<file path="config.mk">
export PLATFORM = sky130hd
export DESIGN_NAME = shape_cmd_sequencer_flat
export DESIGN_NICKNAME = d
export VERILOG_FILES = /design/src/rtl/shape_cmd_sequencer_pkg.sv /design/src/rtl/shape_cmd_sequencer_if.sv /design/src/rtl/shape_cmd_fifo.sv /design/src/rtl/shape_cmd_sequencer.sv /design/src/flat_wrapper.sv
export SDC_FILE = /design/constraint.sdc
export NUM_CORES = 1
export LEC_CHECK = 0
export ABC_AREA = 0
export BUFFER_PORTS_ARGS = -buffer_cell sky130_fd_sc_hd__buf_4
export CORE_ASPECT_RATIO = 1.2
export CORE_UTILIZATION = 50
export DETAILED_ROUTE_END_ITERATION = 8
export HOLD_SLACK_MARGIN = 0.1
export PLACE_DENSITY = 0.71
export SETUP_SLACK_MARGIN = 0.05
export SLEW_MARGIN = 20
export SYNTH_ARGS = -nofsm -noshare
export SYNTH_HDL_FRONTEND = slang
export SYNTH_SLANG_ARGS = --single-unit
</file>
<file path="constraint.sdc">
create_clock -name clk -period 4.2 [get_ports clk]
set_input_delay 0.42 -clock clk [delete_from_list [all_inputs] [get_ports clk]]
set_output_delay 0.42 -clock clk [all_outputs]
set_load 0.1 [all_outputs]
</file>
<file path="src/rtl/shape_cmd_sequencer_pkg.sv">
// Shared types for the shape processor command sequencer.
// Also provides the control-word field extraction used for the readback compare.
package shape_pkg;

  localparam int SHAPE_MSB = 17;
  localparam int SHAPE_LSB = 16;
  localparam int OP_MSB    = 4;
  localparam int OP_LSB    = 0;

  typedef enum logic [2:0] {
    S_IDLE  = 3'd0,
    S_WRITE = 3'd1,
    S_READ  = 3'd2,
    S_WAIT  = 3'd3,
    S_RESP  = 3'd4
  } state_e;

  typedef struct packed {
    logic [SHAPE_MSB-SHAPE_LSB:0] shape;
    logic [OP_MSB-OP_LSB:0]       op;
  } ctrl_fields_t;

  function automatic ctrl_fields_t get_fields(input logic [31:0] word);
    ctrl_fields_t f;
    f.shape = word[SHAPE_MSB:SHAPE_LSB];
    f.op    = word[OP_MSB:OP_LSB];
    return f;
  endfunction

endpackage

</file>
<file path="src/rtl/shape_cmd_sequencer_if.sv">
// Command and response channels of the shape command sequencer.
interface shape_cmd_if;
  logic        cmd_valid;
  logic        cmd_ready;
  logic [31:0] cmd_data;
  logic        rsp_valid;
  logic        rsp_ready;
  logic        rsp_accepted;
  logic        rsp_error;
  logic [31:0] rsp_readback;

  modport slave (
    input  cmd_valid, cmd_data, rsp_ready,
    output cmd_ready, rsp_valid, rsp_accepted, rsp_error, rsp_readback
  );

  modport master (
    output cmd_valid, cmd_data, rsp_ready,
    input  cmd_ready, rsp_valid, rsp_accepted, rsp_error, rsp_readback
  );
endinterface

</file>
<file path="src/rtl/shape_cmd_fifo.sv">
// Synchronous command FIFO with wrap-bit pointers.
// full/empty derive only from registered pointers, so a pop frees space one cycle later.
module shape_cmd_fifo #(
  parameter int DEPTH = 4,
  parameter int WIDTH = 32
) (
  input  logic             clk,
  input  logic             rst,
  input  logic             push,
  input  logic [WIDTH-1:0] push_data,
  input  logic             pop,
  output logic [WIDTH-1:0] pop_data,
  output logic             full,
  output logic             empty
);

  localparam int AW = $clog2(DEPTH);

  logic [WIDTH-1:0] mem [DEPTH];
  logic [AW:0]      wr_ptr;
  logic [AW:0]      rd_ptr;

  always_ff @(posedge clk or posedge rst) begin
    if (rst) begin
      wr_ptr <= '0;
      rd_ptr <= '0;
    end else begin
      if (push && !full)
        wr_ptr <= wr_ptr + (AW+1)'(1);
      if (pop && !empty)
        rd_ptr <= rd_ptr + (AW+1)'(1);
    end
  end

  always_ff @(posedge clk) begin
    if (push && !full)
      mem[wr_ptr[AW-1:0]] <= push_data;
  end

  assign empty    = (wr_ptr == rd_ptr);
  assign full     = (wr_ptr[AW-1:0] == rd_ptr[AW-1:0]) && (wr_ptr[AW] != rd_ptr[AW]);
  assign pop_data = mem[rd_ptr[AW-1:0]];

endmodule

</file>
<file path="src/rtl/shape_cmd_sequencer.sv">
// Issues buffered control words to the shape processor, reads the SFR back and
// reports whether the processor kept the written shape/operation fields.
//
// state | meaning
// IDLE  | nothing in flight, waiting for a buffered command
// WRITE | one-cycle sp_write of cmd_q
// READ  | one-cycle sp_read of the SFR
// WAIT  | READ_LATENCY cycles until sp_read_data is valid, capture on the last
// RESP  | response presented until rsp_ready
module shape_cmd_sequencer
  import shape_pkg::*;
#(
  parameter int DEPTH        = 4,
  parameter int READ_LATENCY = 1,
  parameter int CNT_W        = 16
) (
  input  logic             clk,
  input  logic             rst,
  shape_cmd_if.slave       bus,
  output logic             sp_write,
  output logic [31:0]      sp_write_data,
  output logic             sp_read,
  input  logic [31:0]      sp_read_data,
  input  logic             sp_error,
  output logic [CNT_W-1:0] accept_cnt,
  output logic [CNT_W-1:0] reject_cnt
);

  localparam logic [2:0] IDLE  = 3'(S_IDLE);
  localparam logic [2:0] WRITE = 3'(S_WRITE);
  localparam logic [2:0] READ  = 3'(S_READ);
  localparam logic [2:0] WAIT  = 3'(S_WAIT);
  localparam logic [2:0] RESP  = 3'(S_RESP);

  localparam logic [1:0] LAT_INIT = 2'(READ_LATENCY - 1);

  logic [2:0]  state;
  logic [31:0] cmd_q;
  logic [1:0]  lat_cnt;
  logic [31:0] rsp_readback;
  logic        rsp_accepted;
  logic        rsp_error;

  logic        fifo_full;
  logic        fifo_empty;
  logic [31:0] fifo_data;
  logic        fifo_pop;
  logic        rsp_hs;

  assign rsp_hs   = (state == RESP) && bus.rsp_ready;
  assign fifo_pop = !fifo_empty && ((state == IDLE) || rsp_hs);

  shape_cmd_fifo #(
    .DEPTH (DEPTH),
    .WIDTH (32)
  ) u_fifo (
    .clk       (clk),
    .rst       (rst),
    .push      (bus.cmd_valid && bus.cmd_ready),
    .push_data (bus.cmd_data),
    .pop       (fifo_pop),
    .pop_data  (fifo_data),
    .full      (fifo_full),
    .empty     (fifo_empty)
  );

  always_ff @(posedge clk or posedge rst) begin
    if (rst) begin
      state        <= IDLE;
      cmd_q        <= '0;
      lat_cnt      <= '0;
      rsp_readback <= '0;
      rsp_accepted <= 1'b0;
      rsp_error    <= 1'b0;
      accept_cnt   <= '0;
      reject_cnt   <= '0;
    end else begin
      case (state)
        IDLE: begin
          if (fifo_pop) begin
            cmd_q     <= fifo_data;
            rsp_error <= 1'b0;
            state     <= WRITE;
          end
        end
        WRITE: begin
          if (sp_error) rsp_error <= 1'b1;
          state <= READ;
        end
        READ: begin
          if (sp_error) rsp_error <= 1'b1;
          lat_cnt <= LAT_INIT;
          state   <= WAIT;
        end
        WAIT: begin
          if (sp_error) rsp_error <= 1'b1;
          if (lat_cnt == 2'd0) begin
            rsp_readback <= sp_read_data;
            rsp_accepted <= (get_fields(sp_read_data) == get_fields(cmd_q));
            state        <= RESP;
          end else begin
            lat_cnt <= lat_cnt - 2'd1;
          end
        end
        RESP: begin
          if (rsp_hs) begin
            // Counters stick at all-ones so software never sees a wrap.
            if (rsp_accepted) begin
              if (accept_cnt != '1) accept_cnt <= accept_cnt + CNT_W'(1);
            end else begin
              if (reject_cnt != '1) reject_cnt <= reject_cnt + CNT_W'(1);
            end
            if (fifo_pop) begin
              cmd_q     <= fifo_data;
              rsp_error <= 1'b0;
              state     <= WRITE;
            end else begin
              state <= IDLE;
            end
          end
        end
        default: state <= IDLE;
      endcase
    end
  end

  assign sp_write      = (state == WRITE);
  assign sp_write_data = sp_write ? cmd_q : 32'd0;
  assign sp_read       = (state == READ);

  assign bus.cmd_ready    = !fifo_full;
  assign bus.rsp_valid    = (state == RESP);
  assign bus.rsp_accepted = rsp_accepted;
  assign bus.rsp_error    = rsp_error;
  assign bus.rsp_readback = rsp_readback;

endmodule

</file>
<file path="src/flat_wrapper.sv">
// flat-port wrapper written by rule: the top's interface ports become plain ports
module shape_cmd_sequencer_flat import shape_pkg::*;
#(
  parameter int DEPTH        = 4,
  parameter int READ_LATENCY = 1,
  parameter int CNT_W        = 16
)
  (clk, rst, sp_write, sp_write_data, sp_read, sp_read_data, sp_error, accept_cnt, reject_cnt, bus_cmd_valid, bus_cmd_data, bus_rsp_ready, bus_cmd_ready, bus_rsp_valid, bus_rsp_accepted, bus_rsp_error, bus_rsp_readback);
  shape_cmd_if bus_i ();
  input  logic clk;
  input  logic rst;
  output logic sp_write;
  output logic [31:0] sp_write_data;
  output logic sp_read;
  input  logic [31:0] sp_read_data;
  input  logic sp_error;
  output logic [CNT_W-1:0] accept_cnt;
  output logic [CNT_W-1:0] reject_cnt;
  input wire logic [$bits(bus_i.cmd_valid)-1:0] bus_cmd_valid;
  input wire logic [$bits(bus_i.cmd_data)-1:0] bus_cmd_data;
  input wire logic [$bits(bus_i.rsp_ready)-1:0] bus_rsp_ready;
  output wire logic [$bits(bus_i.cmd_ready)-1:0] bus_cmd_ready;
  output wire logic [$bits(bus_i.rsp_valid)-1:0] bus_rsp_valid;
  output wire logic [$bits(bus_i.rsp_accepted)-1:0] bus_rsp_accepted;
  output wire logic [$bits(bus_i.rsp_error)-1:0] bus_rsp_error;
  output wire logic [$bits(bus_i.rsp_readback)-1:0] bus_rsp_readback;
  assign bus_i.cmd_valid = bus_cmd_valid;
  assign bus_i.cmd_data = bus_cmd_data;
  assign bus_i.rsp_ready = bus_rsp_ready;
  assign bus_cmd_ready = bus_i.cmd_ready;
  assign bus_rsp_valid = bus_i.rsp_valid;
  assign bus_rsp_accepted = bus_i.rsp_accepted;
  assign bus_rsp_error = bus_i.rsp_error;
  assign bus_rsp_readback = bus_i.rsp_readback;
  shape_cmd_sequencer #(.DEPTH(DEPTH), .READ_LATENCY(READ_LATENCY), .CNT_W(CNT_W)) u_core (.clk(clk), .rst(rst), .bus(bus_i), .sp_write(sp_write), .sp_write_data(sp_write_data), .sp_read(sp_read), .sp_read_data(sp_read_data), .sp_error(sp_error), .accept_cnt(accept_cnt), .reject_cnt(reject_cnt));
endmodule
</file>
==> run_summary.xml, run 1 <==
<?xml version="1.0" encoding="UTF-8"?>
<metrics>
  <group name="final_layout">
    <metric name="stdcell_count" unit="">1041</metric>
    <metric name="mostFrequentLayoutCells" unit="">buf_4, edfxtp_1, dfrtp_1, mux2_2, and2_1</metric>
    <metric name="nets" unit="">844</metric>
    <metric name="layout-area-overhead-vs-synth" unit="%">26.62</metric>
    <metric name="insertedDiodeCount" unit="">0</metric>
    <metric name="drive_above_1_share" unit="">0.4229</metric>
    <metric name="layout.cells.most_common" unit="">buf_4</metric>
    <metric name="post-route-util" unit="">0.6495</metric>
  </group>
  <group name="clocking">
    <metric name="clockRootBuffer" unit="">clkbuf_16</metric>
    <metric name="worst_case_clock_buffer_depth" unit="">3</metric>
    <metric name="cts.sink_count" unit="">237</metric>
    <metric name="tritoncts.num_buffers" unit="">24</metric>
    <metric name="worst_skew_pair_latency" unit="ns">0.51</metric>
    <metric name="cts-htree-levels" unit="">1</metric>
    <metric name="clk_transition_reported_paths" unit="ns">0.06</metric>
    <metric name="cts_tree" unit="">yes</metric>
  </group>
  <group name="outcome">
    <metric name="status" unit="">finished clean</metric>
  </group>
  <group name="drt">
    <metric name="routed-via-count" unit="">5548</metric>
    <metric name="iteration_0_drc_count_of_the_detailed_router" unit="">255</metric>
    <metric name="drt-vias-per-instance" unit="">5.329</metric>
    <metric name="post-route-drc-count" unit="">0</metric>
    <metric name="firstDrtPassIters" unit="">4</metric>
    <metric name="wirelength" unit="mm">19.34</metric>
    <metric name="antenna_left" unit="">0</metric>
    <metric name="detail_route.wl_per_cell" unit="um">18.58</metric>
  </group>
  <group name="sta">
    <metric name="clock-skew-final" unit="ns">0.005388</metric>
    <metric name="hold_viol" unit="">0</metric>
    <metric name="fin_setup_tns" unit="ns">0</metric>
    <metric name="finalCriticalPeriod" unit="ns">2.761</metric>
    <metric name="timing_worst_slew_pin_value" unit="ns">0.8678</metric>
    <metric name="slew_violations" unit="">0</metric>
    <metric name="setup_repair_after_global_routing_missed_its_margin" unit="">false</metric>
    <metric name="period_share" unit="">0.6573</metric>
    <metric name="timing.max_slew.rel_slack" unit="">0.4215</metric>
    <metric name="achievable_frequency" unit="GHz">0.3623</metric>
    <metric name="final-setup-viol-count" unit="">0</metric>
  </group>
  <group name="place">
    <metric name="post_dp_hpwl" unit="mm">12.52</metric>
    <metric name="buffer_ports.inserted" unit="">170</metric>
    <metric name="gpl.final_weighted_congestion" unit="">0.8610</metric>
    <metric name="placedCellCount" unit="">978</metric>
  </group>
  <group name="logic_synthesis">
    <metric name="synth_top_flop_cell" unit="">edfxtp_1</metric>
    <metric name="synth.net_count" unit="">645</metric>
    <metric name="post_synthesis_average_cell_area" unit="um^2">17.15</metric>
    <metric name="synth.ff_latch_count" unit="">237</metric>
    <metric name="seq_area_frac_synth" unit="">0.6745</metric>
    <metric name="synth.lib_cells_used.distinct" unit="">49</metric>
    <metric name="synthArstFlopShare" unit="">0.4599</metric>
    <metric name="synth_warnings" unit="">0</metric>
    <metric name="synth_area" unit="um^2">9743</metric>
    <metric name="synth-edff-count" unit="">128</metric>
    <metric name="syn_inst" unit="">568</metric>
  </group>
  <group name="setup_path">
    <metric name="critical_setup_path_kind" unit="">reg -&gt; reg</metric>
    <metric name="worstPathMaxFanout" unit="">35</metric>
    <metric name="cp_data_arrival_time" unit="ns">3.15</metric>
    <metric name="worstSetupEndpointType" unit="">register</metric>
    <metric name="required" unit="ns">4.59</metric>
    <metric name="cp-start-kind" unit="">register</metric>
  </group>
  <group name="grt">
    <metric name="first_global_vias" unit="">5923</metric>
    <metric name="grt_first_pass_wirelength" unit="mm">30.51</metric>
    <metric name="pin_count_of_the_biggest_net_entering_global_routing" unit="">59</metric>
    <metric name="grt_use_total" unit="">0.1978</metric>
    <metric name="antenna_found_initial" unit="">0</metric>
    <metric name="grt_remaining_overflow" unit="">0</metric>
  </group>
  <group name="min_path">
    <metric name="hold_path.class" unit="">in -&gt; reg</metric>
  </group>
  <group name="floorplan">
    <metric name="ioPinCount" unit="">171</metric>
    <metric name="dieWidth" unit="um">129.4</metric>
    <metric name="initial_utilization" unit="">0.5130</metric>
    <metric name="die_height" unit="um">154.9</metric>
    <metric name="design.core.area" unit="um^2">18990</metric>
    <metric name="floorplan.die_area" unit="um^2">20050</metric>
    <metric name="fp-row-count" unit="">55</metric>
  </group>
  <group name="flow_run">
    <metric name="maxCapViolCount" unit="">0</metric>
  </group>
</metrics>
path summary, 6_finish.rpt:
kind | slack (ns) | to | cells past startpoint | from
max reg2reg | 1.44 | u_core.cmd_q[6]$_DFFE_PP0P_ | 4 | u_core.u_fifo.rd_ptr[1]$_DFFE_PP0P_
max in group asynchronous | 2.70 | u_core.bus.rsp_readback[14]$_DFFE_PP0P_ | 4 | rst
min | 0.12 | u_core.u_fifo.mem[3][23]$_DFFE_PP_ | 1 | bus_cmd_data[23]
min in group asynchronous | 0.62 | u_core.bus.rsp_readback[8]$_DFFE_PP0P_ | 3 | rst
min reg2reg | 0.49 | u_core.cmd_q[27]$_DFFE_PP0P_ | 1 | u_core.cmd_q[27]$_DFFE_PP0P_
max | 1.44 | u_core.cmd_q[6]$_DFFE_PP0P_ | 4 | u_core.u_fifo.rd_ptr[1]$_DFFE_PP0P_
critical path, stage by stage (launching register included):
cell	delay [ns]
dfrtp_2	0.90
xnor2_1	0.24
a311o_2	0.71
buf_4	0.43
mux2_4	0.33
stage by stage:
stage | hold slack (ns) | worst slack (ns) | cell area (um^2)
final | 0.1170 | 1.439 | 12340
after global routing | 0.1004 | 1.287 | 12340
after CTS | 0.1004 | 1.414 | 12330
after detailed placement | 0.4739 | 1.423 | 11270
after global placement | 0.4699 | 1.480 | 11270
after floorplan | 0.4556 | 0.9061 | 9743
cells in the mapped netlist, drive strengths merged, types with 4 or more instances:
library cell	n	area [um^2]
a21oi	6	30.03
and2	33	206.5
and3	10	62.56
and4	4	35.03
buf	14	100.1
clkbuf	8	30.03
dfrtp	109	2728
edfxtp	128	3844
ha	8	100.1
inv	9	33.78
mux2	71	900.9
mux4	32	720.7
nand2	15	56.30
nand3	13	65.06
nand4	12	75.07
nor2	9	33.78
nor3	12	70.07
nor4	8	62.56
xnor2	18	157.7
xor2	19	166.4
logic make-up (layout without fill, tap and decap cells):
| logic type | Yosys count | after routing | synth area share |
|---|---|---|---|
| adder cells (fa/ha/maj) | 8 | 8 | 0.01027 |
| multiplexers | 104 | 104 | 0.1675 |
| XOR/XNOR | 37 | 37 | 0.03326 |
| AND/OR/NAND/NOR | 132 | 132 | 0.08424 |
| AO/OA/AOI/OAI | 19 | 19 | 0.01348 |
| flip-flops | 237 | 237 | 0.6745 |
| buffers and inverters | 31 | 248 | 0.01682 |
metal layers:
layer	global-route usage	vias to the layer above	part of all wire
met5	0	-	0
met4	0.06091	0	0.021
met3	0.03164	33	0.054
met2	0.3497	165	0.51
met1	0.2493	2815	0.41
li1	-	2535	-
timing repair:
action,4_1_cts,5_1_grt
gates resized for setup,0,0
buffers inserted,0,0
hold buffers,18,1
endpoints found under the hold margin,121,2
state kept, by name, indices dropped and copies added (netlist names):
name,flops
u_core.bus.rsp_error,1
u_core.accept_cnt,16
u_core.state,3
u_core.bus.rsp_accepted,1
u_core.cmd_q,32
u_core.u_fifo.wr_ptr,3
u_core.bus.rsp_readback,32
u_core.u_fifo.rd_ptr,3
u_core.reject_cnt,16
u_core.u_fifo.mem,128
u_core.lat_cnt,2
final cells by class:
class	instances	area [um^2]
fill	1371	6656
tap	256	320.3
sequential	237	6574
clock inverter	18	236.5
inverter	9	36.28
multi-input combinational	300	3019
clock buffer	26	639.4
timing repair buffer	195	1511
Power of run 1 is not shown: default switching activity piles up to over one toggle a cycle in this logic, so the estimate is an artifact.
==> run 2, diff against run 1 <==
--- a/config.mk
+++ b/config.mk
@@ -11,7 +11,7 @@
 export CORE_UTILIZATION = 50
 export DETAILED_ROUTE_END_ITERATION = 8
 export HOLD_SLACK_MARGIN = 0.1
-export PLACE_DENSITY = 0.71
+export PLACE_DENSITY = 0.73
 export SETUP_SLACK_MARGIN = 0.05
 export SLEW_MARGIN = 20
 export SYNTH_ARGS = -nofsm -noshare
==> constraint.sdc (replaced) <==
create_clock -name clk -period 2.4 [get_ports clk]
set_input_delay 0.24 -clock clk [delete_from_list [all_inputs] [get_ports clk]]
set_output_delay 0.24 -clock clk [all_outputs]
set_load 0.1 [all_outputs]
==> run_summary.xml, run 2 (same netlist as run 1, synthesis figures left out) <==
<?xml version="1.0" encoding="UTF-8"?>
<metrics>
  <group name="grt">
    <metric name="grt_remaining_overflow" unit="">0</metric>
    <metric name="grt_use_total" unit="">0.2090</metric>
    <metric name="antenna_found_initial" unit="">0</metric>
    <metric name="pin_count_of_the_biggest_net_entering_global_routing" unit="">46</metric>
    <metric name="grt_first_pass_wirelength" unit="mm">32.06</metric>
    <metric name="first_global_vias" unit="">6194</metric>
  </group>
  <group name="drt">
    <metric name="drt-vias-per-instance" unit="">5.266</metric>
    <metric name="routed-via-count" unit="">5766</metric>
    <metric name="iteration_0_drc_count_of_the_detailed_router" unit="">220</metric>
    <metric name="post-route-drc-count" unit="">0</metric>
    <metric name="firstDrtPassIters" unit="">4</metric>
    <metric name="wirelength" unit="mm">20.31</metric>
    <metric name="antenna_left" unit="">0</metric>
    <metric name="detail_route.wl_per_cell" unit="um">18.55</metric>
  </group>
  <group name="place">
    <metric name="gpl.final_weighted_congestion" unit="">0.9126</metric>
    <metric name="buffer_ports.inserted" unit="">170</metric>
    <metric name="post_dp_hpwl" unit="mm">12.66</metric>
  </group>
  <group name="sta">
    <metric name="final-setup-viol-count" unit="">0</metric>
    <metric name="timing.max_slew.rel_slack" unit="">0.5521</metric>
    <metric name="finalCriticalPeriod" unit="ns">2.273</metric>
    <metric name="clock-skew-final" unit="ns">0.007990</metric>
    <metric name="timing_worst_slew_pin_value" unit="ns">0.6704</metric>
    <metric name="slew_violations" unit="">0</metric>
    <metric name="hold_ws" unit="ns">0.1691</metric>
    <metric name="achievable_frequency" unit="GHz">0.4399</metric>
    <metric name="hold_viol" unit="">0</metric>
    <metric name="period_share" unit="">0.9473</metric>
    <metric name="setup_repair_after_global_routing_missed_its_margin" unit="">false</metric>
  </group>
  <group name="floorplan">
    <metric name="design.core.area" unit="um^2">18990</metric>
    <metric name="initial_utilization" unit="">0.5130</metric>
    <metric name="floorplan.die_area" unit="um^2">20050</metric>
    <metric name="fp-row-count" unit="">55</metric>
    <metric name="ioPinCount" unit="">171</metric>
    <metric name="dieWidth" unit="um">129.4</metric>
    <metric name="die_height" unit="um">154.9</metric>
  </group>
  <group name="clocking">
    <metric name="worst_case_clock_buffer_depth" unit="">3</metric>
    <metric name="cts.sink_count" unit="">237</metric>
    <metric name="post-cts-setup-buffers" unit="">0</metric>
    <metric name="worst_skew_pair_latency" unit="ns">0.52</metric>
    <metric name="clockRootBuffer" unit="">clkbuf_16</metric>
    <metric name="tritoncts.num_buffers" unit="">24</metric>
    <metric name="clk_transition_reported_paths" unit="ns">0.06</metric>
    <metric name="cts-htree-levels" unit="">1</metric>
    <metric name="cts_tree" unit="">yes</metric>
  </group>
  <group name="setup_path">
    <metric name="cp_data_arrival_time" unit="ns">2.03</metric>
    <metric name="cp-start-kind" unit="">register</metric>
    <metric name="required" unit="ns">2.16</metric>
    <metric name="critical_setup_path_kind" unit="">reg -&gt; out</metric>
    <metric name="worstSetupEndpointType" unit="">primary output</metric>
    <metric name="worstPathMaxFanout" unit="">33</metric>
  </group>
  <group name="final_layout">
    <metric name="multi_input_area" unit="um^2">3049</metric>
    <metric name="drive_above_1_share" unit="">0.4136</metric>
    <metric name="register_area" unit="um^2">6579</metric>
    <metric name="final.fill_count" unit="">1291</metric>
    <metric name="layout-area-overhead-vs-synth" unit="%">33.02</metric>
    <metric name="nets" unit="">898</metric>
    <metric name="post-route-util" unit="">0.6823</metric>
    <metric name="mostFrequentLayoutCells" unit="">buf_4, edfxtp_1, dfrtp_1, dlygate4sd3_1, mux2_2</metric>
    <metric name="insertedDiodeCount" unit="">0</metric>
    <metric name="max_ffs_per_register" unit="">128</metric>
    <metric name="layout.cells.most_common" unit="">buf_4</metric>
  </group>
  <group name="min_path">
    <metric name="hold_path.class" unit="">in -&gt; reg</metric>
  </group>
  <group name="outcome">
    <metric name="status" unit="">finished clean</metric>
  </group>
  <group name="flow_run">
    <metric name="maxCapViolCount" unit="">0</metric>
  </group>
  <group name="power_and_ir_drop">
    <metric name="leakagePower" unit="nW">5.367</metric>
    <metric name="max-vdd-ir-drop" unit="mV">1.069</metric>
    <metric name="power_density" unit="nW/um^2">1487</metric>
    <metric name="totalPowerFinal" unit="W">0.01928</metric>
  </group>
</metrics>
run 2: cell type report:
class | count | share of cell area
clock buffer | 30 | 0.04972
multi-input combinational | 300 | 0.2353
timing repair buffer | 249 | 0.1662
tap | 256 | 0.02472
sequential | 237 | 0.5076
clock inverter | 14 | 0.01361
inverter | 9 | 0.002896
run 2: path summary, 6_finish.rpt:
check	from	endpoint	slack, ns	cells past startpoint
setup reg to reg	u_core.state[2]$_DFFE_PP0P_	u_core.cmd_q[29]$_DFFE_PP0P_	0.45	4
setup / recovery	u_core.state[2]$_DFFE_PP0P_	sp_write_data[19]	0.13	4
hold reg to reg	u_core.cmd_q[27]$_DFFE_PP0P_	u_core.cmd_q[27]$_DFFE_PP0P_	0.49	1
max in group asynchronous	rst	u_core.state[0]$_DFFE_PP0P_	1.32	4
hold / removal	sp_error	u_core.bus.rsp_error$_DFFE_PP0P_	0.17	3
min in group asynchronous	rst	u_core.bus.rsp_readback[11]$_DFFE_PP0P_	0.39	3
run 2: layer usage:
metal | vias up | share of wire | GRT usage
li1 | 2647 | - | -
met1 | 2892 | 0.39 | 0.2499
met2 | 188 | 0.53 | 0.3810
met3 | 39 | 0.062 | 0.04127
met4 | 0 | 0.019 | 0.05814
met5 | - | 0 | 0
run 2: through the flow:
step / TNS, ns / cell area, um^2 / setup slack, ns / std cells
floorplan: -24.63 / 9794 / -0.2389 / 568
finish: 0 / 12960 / 0.1266 / 1095
global route: 0 / 12960 / 0.02591 / 1095
CTS: 0 / 12920 / 0.05103 / 1095
detailed placement: 0 / 11430 / 0.4416 / 984
global placement: 0 / 11430 / 0.5067 / 984
run 2: repair_timing:
item,CTS,global route
hold buffers,67,0
endpoints found under the hold margin,191,0
endpoints found under the setup margin,32,18
gates resized for setup,2,11
run 2: worst max-delay path: stages, from the launching register on:
cell,delay [ns]
dfrtp_1,0.51
nor3b_2,0.27
buf_8,0.25
and2_1,0.19
buf_4,0.30
run 2: where the power goes:
group	leakage [nW]	switching (W)	internal (W)	total, W
Sequential	2.51	0.000640	0.00559	0.00623
Combinational	2.46	0.00613	0.00306	0.00919
Clock	0.398	0.00152	0.00234	0.00386
Total	5.37	0.00830	0.0110	0.0193
(Power assumes the default switching activity.)
